--- config.mk ---
export PLATFORM = sky130hd
export DESIGN_NAME = tinyfpga_fabric
export DESIGN_NICKNAME = d
export VERILOG_FILES = /design/src/rtl/tinyfpga_pkg.sv /design/src/rtl/tinyfpga_lut_cell.sv /design/src/rtl/tinyfpga_fabric.sv
export SDC_FILE = /design/constraint.sdc
export NUM_CORES = 1
export LEC_CHECK = 0
export BUFFER_PORTS_ARGS = -buffer_cell sky130_fd_sc_hd__buf_2
export CAP_MARGIN = 20
export CORE_AREA = 4 4 161 318
export DETAILED_ROUTE_END_ITERATION = 16
export DIE_AREA = 0 0 165 322
export PLACE_DENSITY = 0.73
export SLEW_MARGIN = 5
export SYNTH_ARGS = -nofsm -noshare
export SYNTH_HDL_FRONTEND = slang
export SYNTH_HIERARCHICAL = 1
export SYNTH_SLANG_ARGS = --single-unit
--- constraint.sdc ---
create_clock -name clk -period 2.9 [get_ports clk]
set_input_delay 0.145 -clock clk [delete_from_list [all_inputs] [get_ports clk]]
set_output_delay 0.145 -clock clk [all_outputs]
set_load 0.03 [all_outputs]
--- src/rtl/tinyfpga_pkg.sv ---
// rtl/tinyfpga_pkg.sv - shared types and config-layout helpers for the LUT fabric
package tinyfpga_pkg;

  typedef enum logic [1:0] {
    IDLE = 2'd0,
    LOAD = 2'd1,
    RUN  = 2'd2
  } state_e;

  localparam int TRUTH_OFF = 0;

  function automatic int clog2(input int v);
    int r;
    for (r = 0; (1 << r) < v; r++) begin
    end
    return r;
  endfunction

  function automatic int lut_bits(input int k, input int sel_w);
    return (2 ** k) + k * sel_w + 1;
  endfunction

  function automatic int cfg_bits(input int n_lut, input int k, input int sel_w);
    return n_lut * lut_bits(k, sel_w);
  endfunction

  function automatic int sel_off(input int k, input int idx, input int sel_w);
    return (2 ** k) + idx * sel_w;
  endfunction

  function automatic int reg_off(input int k, input int sel_w);
    return lut_bits(k, sel_w) - 1;
  endfunction

endpackage

--- src/rtl/tinyfpga_lut_cell.sv ---
// rtl/tinyfpga_lut_cell.sv - one K-input LUT with input crossbar and optional output flop
module tinyfpga_lut_cell
  import tinyfpga_pkg::*;
#(
  parameter int NUM_IN   = 16,
  parameter int NUM_LUT  = 8,
  parameter int LUT_K    = 4,
  parameter int SEL_W    = 5,
  parameter int LUT_BITS = 37
) (
  input  logic                clk,
  input  logic                rst_n,
  input  logic                run,
  input  logic                ff_run,
  input  logic [LUT_BITS-1:0] cfg,
  input  logic [NUM_IN-1:0]   fab_in,
  input  logic [NUM_LUT-1:0]  ff_vec,
  output logic                ff_o,
  output logic                cell_out
);

  logic [2**LUT_K-1:0] truth;
  logic [LUT_K-1:0]    addr;
  logic [SEL_W-1:0]    sel;
  logic                lut_out;
  logic                reg_en;
  logic                ff_d;
  logic                ff_q;

  assign truth  = cfg[TRUTH_OFF +: 2**LUT_K];
  assign reg_en = cfg[reg_off(LUT_K, SEL_W)];

  // Unmatched select codes leave the address bit at 0.
  always_comb begin
    addr = '0;
    sel  = '0;
    for (int k = 0; k < LUT_K; k++) begin
      sel = cfg[sel_off(LUT_K, k, SEL_W) +: SEL_W];
      for (int i = 0; i < NUM_IN; i++)
        if (sel == SEL_W'(i)) addr[k] = fab_in[i];
      for (int i = 0; i < NUM_LUT; i++)
        if (sel == SEL_W'(NUM_IN + i)) addr[k] = ff_vec[i];
    end
    lut_out  = truth[addr];
    ff_d     = ff_run & lut_out;
    cell_out = run & (reg_en ? ff_q : lut_out);
  end

  always_ff @(posedge clk or negedge rst_n) begin
    if (!rst_n) ff_q <= 1'b0;
    else        ff_q <= ff_d;
  end

  assign ff_o = ff_q;

endmodule

--- src/rtl/tinyfpga_fabric.sv ---
// rtl/tinyfpga_fabric.sv - serially configured LUT fabric with registered feedback
module tinyfpga_fabric
  import tinyfpga_pkg::*;
#(
  parameter int NUM_IN  = 16,
  parameter int NUM_LUT = 8,
  parameter int LUT_K   = 4
) (
  input  logic               clk,
  input  logic               rst_n,
  input  logic               cfg_en,
  input  logic               cfg_data,
  output logic               cfg_out,
  output logic               cfg_done,
  output logic               cfg_err,
  input  logic [NUM_IN-1:0]  fab_in,
  output logic [NUM_LUT-1:0] fab_out
);

  localparam int SEL_W    = clog2(NUM_IN + NUM_LUT);
  localparam int LUT_BITS = lut_bits(LUT_K, SEL_W);
  localparam int CFG_BITS = cfg_bits(NUM_LUT, LUT_K, SEL_W);
  localparam int CNT_W    = clog2(CFG_BITS + 2);

  state_e              state_q, state_d;
  logic [CNT_W-1:0]    cnt_q, cnt_d;
  logic                err_q, err_d;
  logic [CFG_BITS-1:0] chain_q, chain_d;
  logic                cfg_out_q, cfg_out_d;
  logic [NUM_LUT-1:0]  ff_vec;
  logic                run;
  logic                ff_run;

  always_comb begin
    state_d   = state_q;
    cnt_d     = cnt_q;
    err_d     = err_q;
    chain_d   = chain_q;
    cfg_out_d = cfg_out_q;
    if (cfg_en) begin
      chain_d   = {chain_q[CFG_BITS-2:0], cfg_data};
      cfg_out_d = chain_q[CFG_BITS-1];
    end
    case (state_q)
      LOAD: begin
        if (cfg_en) begin
          if (cnt_q != CNT_W'(CFG_BITS + 1)) cnt_d = cnt_q + CNT_W'(1);
        end else if (cnt_q == CNT_W'(CFG_BITS)) begin
          state_d = RUN;
        end else begin
          state_d = IDLE;
          err_d   = 1'b1;
        end
      end
      default: begin
        if (cfg_en) begin
          state_d = LOAD;
          cnt_d   = CNT_W'(1);
          err_d   = 1'b0;
        end
      end
    endcase
  end

  always_ff @(posedge clk or negedge rst_n) begin
    if (!rst_n) begin
      state_q   <= IDLE;
      cnt_q     <= '0;
      err_q     <= 1'b0;
      chain_q   <= '0;
      cfg_out_q <= 1'b0;
    end else begin
      state_q   <= state_d;
      cnt_q     <= cnt_d;
      err_q     <= err_d;
      chain_q   <= chain_d;
      cfg_out_q <= cfg_out_d;
    end
  end

  // Flops clear on the same edge that leaves RUN for a reload.
  assign run    = (state_q == RUN);
  assign ff_run = run & ~cfg_en;

  for (genvar j = 0; j < NUM_LUT; j++) begin : g_cell
    tinyfpga_lut_cell #(
      .NUM_IN  (NUM_IN),
      .NUM_LUT (NUM_LUT),
      .LUT_K   (LUT_K),
      .SEL_W   (SEL_W),
      .LUT_BITS(LUT_BITS)
    ) u_cell (
      .clk     (clk),
      .rst_n   (rst_n),
      .run     (run),
      .ff_run  (ff_run),
      .cfg     (chain_q[j*LUT_BITS +: LUT_BITS]),
      .fab_in  (fab_in),
      .ff_vec  (ff_vec),
      .ff_o    (ff_vec[j]),
      .cell_out(fab_out[j])
    );
  end

  assign cfg_out  = cfg_out_q;
  assign cfg_done = run;
  assign cfg_err  = err_q;

endmodule
==> results of run 1 <==
[kinds of logic (layout without fill, tap and decap cells)]
| logic type | Yosys count | in the layout | synth area share, % |
|---|---|---|---|
| buffers and inverters | 274 | 792 | 5.46 |
| AND/OR/NAND/NOR | 1031 | 1031 | 23.4 |
| flip-flops | 317 | 317 | 30.0 |
| multiplexers | 437 | 437 | 19.2 |
| other | 0 | 1 | 0 |
| adder cells (fa/ha/maj) | 4 | 4 | 0.189 |
| AO/OA/AOI/OAI | 802 | 802 | 21.8 |
[routing by layer]
metal | part of all wire (%) | up-vias
met2 | 49 | 1242
met5 | 0 | -
met1 | 36 | 13142
li1 | - | 12041
met3 | 7.1 | 450
met4 | 7.4 | 0
[final cells by class]
cell class | count | area, um2
multi-input cells | 2274 | 17700
repair buffers | 660 | 5720
flip-flops and latches | 317 | 7970
diodes | 1 | 2.50
fillers | 3752 | 14900
clock buffers | 40 | 945
clock inverters | 22 | 293
well taps | 638 | 798
inverters | 70 | 263
[worst max path at each step]
| stage | start | endpoint | slack, ps | cells after the start |
|---|---|---|---|---|
| 3_5_place_dp | fab_in[12] | fab_out[1] | -450 | 12 |
| 4_1_cts | chain_q[137]$_DFFE_PN0P_ | fab_out[3] | -750 | 12 |
| 3_3_place_gp | fab_in[12] | fab_out[7] | -400 | 12 |
| 6_report | chain_q[211]$_DFFE_PN0P_ | fab_out[5] | -800 | 13 |
| 2_1_floorplan | g_cell[4].u_cell/ff_o$_DFF_PN0_ | fab_out[0] | 20 | 9 |
| 5_1_grt | chain_q[137]$_DFFE_PN0P_ | fab_out[3] | -870 | 13 |
[cell usage in the layout (no fill, tap or decap), types with 17 or more instances in the layout]
| cell type | Yosys | final |
|---|---|---|
| buf_4 | 9 | 548 |
| mux2_2 | 329 | 324 |
| dfrtp_1 | 317 | 285 |
| nor2_1 | 174 | 170 |
| o21ai_0 | 148 | 144 |
| nand2_1 | 150 | 143 |
| nand2b_1 | 104 | 104 |
| nand3_1 | 102 | 99 |
| a21oi_1 | 98 | 94 |
| mux2i_1 | 76 | 72 |
| inv_1 | 68 | 68 |
| nor3_1 | 74 | 63 |
| nor2b_1 | 56 | 56 |
| o211ai_1 | 56 | 56 |
| nand3b_1 | 56 | 56 |
| nor3b_1 | 56 | 55 |
| buf_12 | 0 | 49 |
| o22ai_1 | 40 | 39 |
| clkbuf_16 | 0 | 38 |
| buf_6 | 24 | 33 |
| dfrtp_2 | 0 | 32 |
| a2bb2oi_1 | 32 | 32 |
| a2111oi_0 | 48 | 32 |
| a31oi_1 | 33 | 31 |
| or3_1 | 32 | 31 |
| o21a_1 | 32 | 31 |
| a211oi_1 | 32 | 29 |
| nand4b_1 | 26 | 26 |
| mux4_2 | 24 | 24 |
| buf_2 | 82 | 22 |
| a22o_1 | 17 | 17 |
| nand4_1 | 17 | 17 |
| a21o_1 | 17 | 17 |
[state kept, by name (all words and copies together) (netlist names)]
| signal | cells |
|---|---|
| cfg_out | 1 |
| state_q | 2 |
| cnt_q | 9 |
| g_cell.u_cell/ff_o | 8 |
| cfg_err | 1 |
| chain_q | 296 |
[metrics by stage]
step | setup TNS [ps] | utilization, % | hold WS (ps) | area, um2
detailed placement | -3580 | 64.2 | 138 | 31200
global route | -7280 | 69.3 | 109 | 33700
CTS | -5930 | 68.0 | 34.5 | 33100
finish | -6140 | 69.3 | 52.2 | 33700
global placement | -3190 | 64.2 | 134 | 31200
floorplan | 0 | - | -151 | 26500
[where the power goes]
group          internal [uW]  switching (uW)
clock network           2900            2060
registers               4650             338
logic                   1700            1820
total                   9260            4220
[timing repair]
| item | in CTS | in global routing |
|---|---|---|
| buffers inserted | 26 | 22 |
| gates resized for setup | 112 | 102 |
| endpoints found under the hold margin | 102 | 0 |
| gates cloned | 1 | 4 |
| pin swaps | 34 | 54 |
| endpoints found under the setup margin | 12 | 16 |
| hold buffers | 2 | 0 |
==> results.yml, run 1 <==
timing:
  slew_headroom_pct: 56.0
  max_freq_mhz: 271
  setup_violations: 11
  finalClockSkew_ps: 16.0
  rsz0062_at_grt: "true"
  slew_viol_final: 0
  hold_viol_final: 0
  period_share_pct: 127
  fin_ws_ps: -795
  worstMarginPinSlew_ps: 661
  fin_crit_ps: 3700
hold_path:
  hp-start: "cfg_en"
  hold_class: "primary input to register"
  hold_path_depth: 2
  hold_path_end: "cfg_err$_DFFE_PN0P_"
global_routing:
  overflow: 0
  met1_usage_pct: 38.9
  grt_pass1_vias: 27260
  grt_start_max_net_pins: 84
  antenna_found_initial: 1
  grt_pass1_wl_um: 143000
  grtUsageMet2_pct: 57.3
  grtUsageTotal_pct: 33.6
  grt-busiest-layer: "met2"
  grt_util_met3_pct: 4.60
floorplanning:
  core_um2: 48600
  die-height_um: 322
  initial_utilization_pct: 54.4
  rows: 114
  die_w_um: 165
  ios: 31
  dieArea_um2: 53100
final_layout:
  stdcell_count: 4022
  area_growth_pct: 27.3
  drive_gt1_share_pct: 38.1
  nNetsFinal: 3382
setup_path:
  rr_worst_depth: 11
  crit_fanout: 8
  worstSetupEndpointType: "primary output"
  critPathTopFamily: "compound AO/OA/AOI/OAI gates"
  cp-start-kind: "register"
  cp_slowest_cell: "dfrtp_2"
  required_ps: 2760
  rrSetupSlack_ps: -100
  crit_arrival_ps: 3550
  r2r_end: "g_cell[6].u_cell/ff_o$_DFF_PN0_"
  critPathBufInv: 4
  critical_path_class: "register to primary output"
  path_cells: "buf_12 -> buf_4 -> nand3b_1 -> a31oi_1 -> o21a_2 -> buf_4 -> nor4_2 -> o21ai_0 -> a2111oi_1 -> a31oi_1 -> o211ai_1 -> o211a_1 -> buf_6"
  reg2reg_from: "g_cell[3].u_cell/ff_o$_DFF_PN0_"
  cpPeakStageDelay_ps: 480
pwr:
  p_leak_uw: 0.0143
  vdd_drop_max_mv: 0.550
  finalPower_uw: 13500
  power.density_nw_per_um2: 400
synthesis:
  yosys-top-cells-count: "mux2_2 (329), dfrtp_1 (317), nor2_1 (174)"
  ys_seq_area_share_pct: 30.0
  synth_flop_cell: "dfrtp_1"
  yosysTopAreaCellShare_pct: 30.0
  netlist_instances: 2865
  synth_most_common_cell: "mux2_2"
  synth_edf_count: 0
  ys_top_cells_by_area: "dfrtp_1 (30%), mux2_2 (14%), mux2i_1 (2.9%), o21ai_0 (2.8%), nor2_1 (2.5%)"
  ys_warn_count: 6
  syn-num-nets: 2889
  synth_area_leader_cell: "dfrtp_1"
  synth_cell_type_count: 84
  ys_seq_elements: 317
  async_flop_share_pct: 100
  synth_area_per_cell_um2: 9.24
  netlist_area_um2: 26500
place:
  dp.cells: 3907
  port_buffers: 30
  hpwl_um: 63400
  place.gp.congestion: 0.983
  post-place-ws_ps: -450
job:
  cap_violations: 0
drt:
  routed_via_density: 6.68
  first_pass_iters: 6
  wl_per_cell_um: 22.8
  vias: 26875
  routed_wl_um: 91800
  drc: 0
  postRouteAntennaNets: 0
  first_iter_violations: 2350
clock_tree:
  clkTransAtPathRegs_ps: 70
  clock-sinks: 317
  clkLatencyLatePin_ps: 570
  cts_buffers: 35
  cts_tree: "built"
  cts-root-buf: "clkbuf_16"
  cts_buffer_depth: 3
  htreeDepth: 2
run_status:
  violations: "negative setup slack"
  status: "finished, violations left"
Note: power is estimated with default switching activity, not from simulation.
==> run 2: changes to the inputs <==
--- a/config.mk
+++ b/config.mk
@@ -8,8 +8,10 @@
 export BUFFER_PORTS_ARGS = -buffer_cell sky130_fd_sc_hd__buf_2
 export CAP_MARGIN = 20
 export CORE_AREA = 4 4 161 318
+export CTS_CLUSTER_SIZE = 30
 export DETAILED_ROUTE_END_ITERATION = 16
 export DIE_AREA = 0 0 165 322
+export MAX_ROUTING_LAYER = met4
 export PLACE_DENSITY = 0.73
 export SLEW_MARGIN = 5
 export SYNTH_ARGS = -nofsm -noshare
==> results.yml, run 2 (synthesis results as in run 1) <==
place:
  place.gp.congestion: 1.00
  hpwl_um: 65600
  dp.cells: 3905
  port_buffers: 30
timing:
  max_freq_mhz: 270
  hold_viol_final: 0
  fin_ws_ps: -810
  slew_headroom_pct: 49.5
  setup_violations: 11
  slew_viol_final: 0
  fin_crit_ps: 3710
  rsz0062_at_grt: "true"
  finalClockSkew_ps: 15.4
  period_share_pct: 128
  worstMarginPinSlew_ps: 739
floorplanning:
  rows: 114
  die_w_um: 165
  core_um2: 48600
  ios: 31
  die-height_um: 322
  initial_utilization_pct: 54.4
  dieArea_um2: 53100
drt:
  routed_wl_um: 94600
  postRouteAntennaNets: 0
  first_pass_iters: 6
  wl_per_cell_um: 23.5
  drc: 0
  vias: 26818
  first_iter_violations: 2144
  routed_via_density: 6.65
global_routing:
  grt_pass1_vias: 27073
  grt_start_max_net_pins: 92
  grtUsageTotal_pct: 35.2
  grt_pass1_wl_um: 145000
  antenna_found_initial: 1
  overflow: 0
clock_tree:
  cts_buffer_depth: 3
  clock-sinks: 317
  cts_tree: "built"
  clkLatencyLatePin_ps: 560
  htreeDepth: 2
  cts-root-buf: "clkbuf_16"
  cts_buffers: 35
  clkTransAtPathRegs_ps: 70
pwr:
  power.density_nw_per_um2: 395
  p_leak_uw: 0.0144
  vdd_drop_max_mv: 0.760
  finalPower_uw: 13400
final_layout:
  area_growth_pct: 28.4
  nNetsFinal: 3390
  regMostFlops: "chain_q"
  drive_gt1_share_pct: 39.0
  layout_common_cells: "buf_4 (546), mux2_2 (324), dfrtp_1 (275)"
  final_common_cell: "buf_4"
  stdcell_count: 4030
  largest_register_ffs: 296
run_status:
  violations: "negative setup slack"
  status: "finished, violations left"
setup_path:
  cp-start-kind: "register"
  worstSetupEndpointType: "primary output"
  critical_path_class: "register to primary output"
  crit_arrival_ps: 3560
  crit_fanout: 6
  required_ps: 2760
hold_path:
  hold_class: "primary input to register"
job:
  cap_violations: 0
-- run 2: cell type report --
type	count	area [um2]
multi-input combinational	2274	17900
fill	3817	14600
sequential	317	7990
timing repair buffer	668	5870
clock buffer	41	908
tap	638	798
clock inverter	20	305
inverter	70	263
antenna	2	5.00
-- run 2: worst max-delay path: stages (launching register included) --
cell      delay, ps
dfrtp_2         460
buf_6           140
buf_4           140
o32ai_2         100
or3_4           340
or4_4           540
buf_6           150
a32oi_1         200
nand3_1         110
a31oi_1         180
o211ai_1        120
buf_4           170
o211a_1         210
buf_6           140
-- run 2: final timing paths --
check                                         startpoint                               to  slack [ps]  depth (start not counted)
worst min register to register       cfg_out$_DFFE_PN0P_              cfg_out$_DFFE_PN0P_         530                          1
worst max register to register  chain_q[211]$_DFFE_PN0P_  g_cell[5].u_cell/ff_o$_DFF_PN0_        -130                         12
worst max-delay path            chain_q[248]$_DFFE_PN0P_                       fab_out[6]        -810                         13
worst min-delay path                              cfg_en             cnt_q[7]$_DFFE_PN0P_          20                          3
max in group asynchronous                          rst_n         chain_q[212]$_DFFE_PN0P_        1900                          3
min in group asynchronous                          rst_n         chain_q[270]$_DFFE_PN0P_         130                          2
-- run 2: metrics by stage --
stage | util (%) | worst slack, ps | hold slack (ps) | setup TNS [ps] | instance area, um2
global route | 69.9 | -1050 | 58.6 | -7720 | 34000
detailed placement | 64.1 | -410 | 156 | -3440 | 31200
finish | 69.9 | -810 | 20.1 | -6140 | 34000
floorplan | - | 23.9 | -151 | 0 | 26500
CTS | 68.2 | -811 | 15.9 | -6110 | 33200
global placement | 64.1 | -365 | 150 | -2540 | 31200
-- run 2: layer usage --
metal | global-route usage, % | wire length (um) | share of wire, %
met5 | - | 0 | 0
met4 | 22.6 | 6910 | 7.3
met3 | 4.62 | 6110 | 6.5
met2 | 59.9 | 47600 | 50
met1 | 38.0 | 34000 | 36
-- run 2: timing repair --
item                                   CTS  global route
setup buffers                           25            32
resized for setup                      132           132
pin swaps                               40            61
cloned                                   3             2
endpoints found under the hold margin   69             0
hold buffers                             2             0
setup endpoints to repair               12            16
-- run 2: power by group --
group / switching [uW] / total, uW / internal [uW]
sequential: 317 / 4970 / 4650
clock: 2100 / 4990 / 2890
combinational: 1810 / 3470 / 1660
